`src/rtl/dmem_arb_pkg.sv`:
```
// Shared types and constants for the data-memory arbiter.
// Fairness (forced debug grant) is enabled by defining DMEM_ARB_FAIRNESS_EN.
package dmem_arb_pkg;

  typedef enum logic [0:0] {
    S_SHARE = 1'b0,
    S_LOCK  = 1'b1
  } arb_state_e;

  parameter int unsigned DefaultMaxWait = 4;

  // funct3 strobe codes understood by DataMem
  localparam logic [2:0] F3_BYTE  = 3'b000;
  localparam logic [2:0] F3_HALF  = 3'b001;
  localparam logic [2:0] F3_WORD  = 3'b010;
  localparam logic [2:0] F3_BYTEU = 3'b100;
  localparam logic [2:0] F3_HALFU = 3'b101;

endpackage

```
`src/rtl/arb_wait_counter.sv`:
```
// Saturating debug-wait counter; starve flags that the debug port waited MaxWait cycles.
// Only compiled when DMEM_ARB_FAIRNESS_EN is defined.
`ifdef DMEM_ARB_FAIRNESS_EN
module arb_wait_counter
  import dmem_arb_pkg::*;
#(
  parameter int unsigned MaxWait = DefaultMaxWait
) (
  input  logic clk,
  input  logic rst,
  input  logic clr,
  input  logic inc,
  output logic starve
);

  localparam int unsigned CntW = $clog2(MaxWait + 1);
  localparam logic [CntW-1:0] CntMax = CntW'(MaxWait);

  logic [CntW-1:0] cnt_q, cnt_d;

  always_comb begin
    cnt_d = cnt_q;
    if (clr) begin
      cnt_d = '0;
    end else if (inc && (cnt_q != CntMax)) begin
      cnt_d = cnt_q + 1'b1;
    end
  end

  always_ff @(posedge clk) begin
    if (rst) begin
      cnt_q <= '0;
    end else begin
      cnt_q <= cnt_d;
    end
  end

  assign starve = (cnt_q == CntMax);

endmodule
`endif

```
`src/rtl/dmem_arbiter.sv`:
```
// Arbitrates the MEM-stage DataMem port between the core (default owner) and a debug port.
// DMEM_ARB_FAIRNESS_EN adds a wait counter that forces a debug grant after MAX_WAIT cycles.
module dmem_arbiter
  import dmem_arb_pkg::*;
#(
  parameter int unsigned MAX_WAIT = DefaultMaxWait
) (
  input  logic        clk,
  input  logic        rst,
  input  logic        core_req,
  input  logic        core_we,
  input  logic [31:0] core_addr,
  input  logic [31:0] core_wdata,
  input  logic [2:0]  core_funct3,
  output logic        core_stall,
  output logic [31:0] core_rdata,
  input  logic        dbg_valid,
  output logic        dbg_ready,
  input  logic        dbg_we,
  input  logic        dbg_lock,
  input  logic [31:0] dbg_addr,
  input  logic [31:0] dbg_wdata,
  input  logic [2:0]  dbg_funct3,
  output logic        dbg_rvalid,
  output logic [31:0] dbg_rdata,
  output logic [31:0] mem_addr,
  output logic [31:0] mem_wdata,
  output logic        mem_we,
  output logic [2:0]  mem_strb,
  input  logic [31:0] mem_rdata
);

  if (MAX_WAIT < 1) begin : g_bad_max_wait
    $error("dmem_arbiter: MAX_WAIT must be at least 1");
  end

  arb_state_e state_q, state_d;
  logic       starve;
  logic       grant_dbg;
  logic       accept;
  logic       rd_accept;

`ifdef DMEM_ARB_FAIRNESS_EN
  arb_wait_counter #(
    .MaxWait(MAX_WAIT)
  ) u_wait_counter (
    .clk   (clk),
    .rst   (rst),
    .clr   (accept | ~dbg_valid),
    .inc   (dbg_valid & ~dbg_ready),
    .starve(starve)
  );
`else
  assign starve = 1'b0;
`endif

  // Nothing is granted or written while reset is held, so a pending access is dropped.
  always_comb begin
    grant_dbg = 1'b0;
    if (!rst) begin
      unique case (state_q)
        S_SHARE: grant_dbg = dbg_valid & (~core_req | starve);
        S_LOCK:  grant_dbg = dbg_valid;
      endcase
    end
  end

  assign dbg_ready  = grant_dbg;
  assign accept     = dbg_valid & grant_dbg;
  assign rd_accept  = accept & ~dbg_we;
  assign core_stall = ~rst & core_req & (grant_dbg | (state_q == S_LOCK));
  assign core_rdata = mem_rdata;

  always_comb begin
    if (grant_dbg) begin
      mem_addr  = dbg_addr;
      mem_wdata = dbg_wdata;
      mem_strb  = dbg_funct3;
      mem_we    = dbg_we;
    end else begin
      mem_addr  = core_addr;
      mem_wdata = core_wdata;
      mem_strb  = core_funct3;
      mem_we    = ~rst & core_req & core_we & ~core_stall;
    end
  end

  always_comb begin
    state_d = state_q;
    unique case (state_q)
      S_SHARE: if (accept && dbg_lock)  state_d = S_LOCK;
      S_LOCK:  if (accept && !dbg_lock) state_d = S_SHARE;
    endcase
  end

  always_ff @(posedge clk) begin
    if (rst) begin
      state_q    <= S_SHARE;
      dbg_rvalid <= 1'b0;
      dbg_rdata  <= '0;
    end else begin
      state_q    <= state_d;
      dbg_rvalid <= rd_accept;
      if (rd_accept) begin
        dbg_rdata <= mem_rdata;
      end
    end
  end

endmodule

```
`config.mk`:
```
export PLATFORM = sky130hd
export DESIGN_NAME = dmem_arbiter
export DESIGN_NICKNAME = d
export VERILOG_FILES = /design/src/rtl/dmem_arb_pkg.sv /design/src/rtl/arb_wait_counter.sv /design/src/rtl/dmem_arbiter.sv
export SDC_FILE = /design/constraint.sdc
export NUM_CORES = 1
export LEC_CHECK = 0
export CORE_AREA = 3 3 119 121
export DETAILED_ROUTE_END_ITERATION = 12
export DIE_AREA = 0 0 122 124
export PLACE_DENSITY = 0.68
export SYNTH_ARGS = -nofsm -noshare
export SYNTH_HDL_FRONTEND = slang
export SYNTH_SLANG_ARGS = --single-unit
```
`constraint.sdc`:
```
create_clock -name clk -period 4.58 [get_ports clk]
set_input_delay 1.374 -clock clk [delete_from_list [all_inputs] [get_ports clk]]
set_output_delay 1.374 -clock clk [all_outputs]
set_load 0.05 [all_outputs]
```
# == Yosys cells after proc, flatten, opt, wreduce, memory -nomap -nowiden ==
# Cells that the tools add are included.
# op_classes
mul,0
eq_ne,0
div_mod_pow,0
shift,0
n_lt_le_gt_ge,0
bitwise,13
mux,9
reduce_logical,3
add_sub_neg,0
# ops
operator,n
two-way mux 32 bit,2
AND 1 bit,7
NOT 1 bit,5
two-way mux 1 bit,4
one-hot mux 1 bit (2 select lines),2
two-way mux 3 bit,1
logical AND 1 bit,2
zero test 1 bit,1
bitwise OR 1 bit,1
# word_totals
n_memories,0
ram_bits,0
output_inout_bits,135
latchBits,0
rom_bits,0
word_cells,28
ff_bits,34

# == Longest topological paths before layout ==
# depth
depth_word,9
depth_mapped,5
mapped_depth_nobuf,3

# == Worst setup path before layout ==
# Ideal clock, no wire load.
# synth_timing
path_kind,input-to-output
start,input port core_req
end,output port mem_we
required_ns,3.206
t_arrival_ns,2.741
path_slack_ns,0.465
cell_stages,5
n_path_buf,2
cell_sequence,nor2b_1 buf_2 clkbuf_1 nand2_1 a21oi_1
# synth_via
elab_chain_cells,9
elab_cells_between_ends,11
classes_between,mux (3); bitwise (8)
# synth_rtl
element,line,source
"start, declared",dmem_arbiter.sv:10,"input logic core_req,"
NOT 1 bit,dmem_arbiter.sv:62,S_SHARE: grant_dbg = dbg_valid & (~core_req | starve);
AND 1 bit,dmem_arbiter.sv:62,
one-hot mux 1 bit (2 select lines),dmem_arbiter.sv:61,unique case (state_q)
two-way mux 1 bit,dmem_arbiter.sv:60,if (!rst) begin
bitwise OR 1 bit,dmem_arbiter.sv:71,assign core_stall = ~rst & core_req & (grant_dbg | (state_q == S_LOCK));
AND 1 bit,dmem_arbiter.sv:71,
NOT 1 bit,dmem_arbiter.sv:84,mem_we = ~rst & core_req & core_we & ~core_stall;
AND 1 bit,dmem_arbiter.sv:84,
two-way mux 1 bit *,dmem_arbiter.sv:75,if (grant_dbg) begin
"end, declared",dmem_arbiter.sv:28,"output logic mem_we,"
# Mark *: on every way between the ends. The rest lies on a longest branch, timed or not.

# == Worst setup path after layout ==
# layout_timing
start,input port core_req
end,output port mem_addr[8]
# layout_via
elab_chain_cells,5
# layout_rtl
element,line,source
NOT 1 bit,dmem_arbiter.sv:62,
AND 1 bit,dmem_arbiter.sv:62,
one-hot mux 1 bit (2 select lines),dmem_arbiter.sv:61,
two-way mux 1 bit,dmem_arbiter.sv:60,
two-way mux 32 bit,dmem_arbiter.sv:75,
"end, declared",dmem_arbiter.sv:26,"output logic [31:0] mem_addr,"
# No other way between the ends.

==> results.md <==
* Largest net degree at the start of global routing at 65
* Antenna viol nets, final at 0
* Final worst-path cycle share at 0.9656
* GRT Total Usage at 0.1595
* Buffer count from post-CTS setup fixing at 0
* First-pass GRT wire length at 18050 microns
* Synth Register Bits at 34
* Drt via density at 4.158
* Fill cells at 1274
* Status: completed
* Met2 Routed Length at 7198 microns
* Dpl ws at 164.3 ps
* Synthesized area at 2495 sq um
* CP top delay family: buffers and inverters
* Final #Nets at 703
* Clk root buf: clkbuf_16
* I/O Buffers at 307
* Syn Inst Count at 268
* Core ar. at 13190 sq um
* Actual slew at the worst max-slew pin at 947.2 ps
* Yosys Warn Count at 0
* Max-cap viol count at 0
* Worst-Skew Late Latency at 270 ps
* Global placement routability congestion at 0.8704
* Slew Limit Fails at 0
* Initial antenna violation count at 1
* M1 WL at 4582 microns
* CP max FO at 30
* Routed len/inst at 18.55 microns
* Vias in the first global route at 3033
* CTS tree: yes
* Max clock buf depth at 2
* Avg Inst Size Synth at 9.309 sq um
* Final WS setup at 157.8 ps
* Crit-path cells: clkdlybuf4s50_1 -> nand2b_1 -> nand3b_4 -> buf_12 -> mux2_2 -> buf_4
* Top sig layer: met5
* Pwr dens at 238.1 nW/um^2
* Unrepaired setup endpoints after global routing: false
* CP required at 3210 ps
* Die Height at 124 microns
* Share of layout cells above drive strength 1 at 0.2787
* Synth area leader: dfxtp_1
* Final WL at 13110 microns
* Most frequent cells in the layout: clkdlybuf4s50_1 (237), buf_4 (70), mux2_2 (59)
* Yosys cell types at 21
* CP Capture Type: output pin
* Core Util, Final at 0.4169
* Crit path kind: in -> out
* Final Hold Vio Count at 0
* Hold crit path type: reg -> reg
* Setup TNS at 0 ps
* Sequential fraction of the synthesis area at 0.2728
* Starting Density at 0.1891
* HPWL Detailed at 11250 microns
* Post-CTS resize count at 0
* Min Tclk post-route at 4422 ps
* Area contributors post-synth: dfxtp_1 (27%), mux2_2 (27%), buf_4 (9.9%), or3b_1 (9.8%), a21oi_1 (6.8%)
* Drt drc at 0
* Worst path arrival time at 3050 ps
* Clk sinks at 34
* Clock power share at 0.255
* Worst clock skew at 3.812 ps
* Max VDD drop at 122.9 uV
* P_sw at 499.5 uW
* Gate power share at 0.506
* Sw Share at 0.3815
* Sequential cell fraction of total power at 0.239
* Commonest non-fill, non-tap cell in the layout: clkdlybuf4s50_1
* Power Internal at 809.7 uW
* Grt ovf at 0
* WL met3 at 1155 microns
* Slew headroom at 0.3685
* Rows at 42
* Synth top area share at 0.2728
* Die width at 122 microns
* DR vias at 2940
* Largest stage delay on the critical path at 510 ps
* Pleak at 2.112 nW
* CP bufs+invs at 3
* Worst-path clk slew at 50 ps
* Syn_nets at 441
* Final Instance Area at 5499 sq um
* H-tree levels at 2
* CTS Hold Bufs at 0
* Tot Pwr at 1.309 mW
* Placed Area at 5351 sq um
* DRT Pass-1 Iters at 4
* 1st-iter DRT viols at 82
* Die area at 15130 sq um
* CTS buffer count at 5
* Fmax at 226.1 MHz
* Io pins at 308
* Critical path startpoint category: input pin
* N_diodes at 0
* Worst path slowest cell: clkdlybuf4s50_1
* P&R area growth vs syn at 120.4%
* Final Setup Violations at 0
-- stage by stage --
stage / hold slack [ps] / cells
after CTS: 472.9 / 707
after global placement: 461.1 / 699
after floorplan: 498.8 / 268
after global routing: 491.3 / 707
after detailed placement: 465.4 / 699
final: 472.3 / 707
-- layout make-up --
| cell class | count | area [sq um] | area share |
|---|---|---|---|
| clock buffers | 7 | 142.6 | 0.02594 |
| clock inverters | 1 | 5.005 | 0.0009101 |
| inverters | 2 | 7.507 | 0.001365 |
| multi-input cells | 175 | 1445 | 0.2628 |
| flip-flops and latches | 34 | 680.7 | 0.1238 |
| well taps | 176 | 220.2 | 0.04005 |
| repair buffers | 312 | 2998 | 0.5452 |
-- logic make-up (layout without fill, tap and decap cells) --
group	Yosys count	in the layout	synth area share
AO/OA/AOI/OAI	66	66	0.1324
buffers and inverters	59	322	0.1520
flip-flops	34	34	0.2728
multiplexers	67	67	0.3024
AND/OR/NAND/NOR	42	42	0.1404
-- synthesized netlist by cell type, drive strengths merged --
| library cell | count |
|---|---|
| nor3 | 1 |
| or3b | 32 |
| o21ai | 32 |
| buf | 43 |
| nand2 | 1 |
| a21oi | 34 |
| nor2 | 1 |
| mux2 | 67 |
| nand2b | 2 |
| inv | 2 |
| nand3 | 1 |
| clkbuf | 14 |
| dfxtp | 34 |
| nor2b | 2 |
| nand3b | 1 |
| nor3b | 1 |
-- final timing paths --
path                                    start       endpoint  slack (ps)  cells after the start
worst max-delay path                 core_req    mem_addr[8]         160                      6
worst min-delay path            dbg_rdata[27]  dbg_rdata[27]         470                      2
worst max register to register       register   dbg_rdata[9]        3080                      4
worst min register to register  dbg_rdata[27]  dbg_rdata[27]         470                      2
-- worst reg2reg max path, stage by stage, from the launching register on --
cell and delay (ps):
dfxtp_1 400, nor2b_4 70, buf_4 260, or3b_2 570
a21oi_1 130
-- metal layers --
metal,vias up,global-route usage
li1,1454,-
met1,1318,0.1647
met2,154,0.3080
met3,12,0.05495
met4,2,0.03852
met5,-,0
-- state kept, by name, summed over array words and instances (netlist names), named ones only --
name        count
dbg_rvalid      1
dbg_rdata      32
-- power by group through the flow --
stage	clock network, mW	registers [mW]	logic [mW]
6_report	0.334	0.313	0.663
3_5_place_dp	0	0.319	0.666
4_1_cts	0.353	0.313	0.669
3_3_place_gp	0	0.319	0.665
2_1_floorplan	0	0.356	0.346
5_1_grt	0.363	0.314	0.689
No activity file was read; power rests on OpenSTA's default activity.
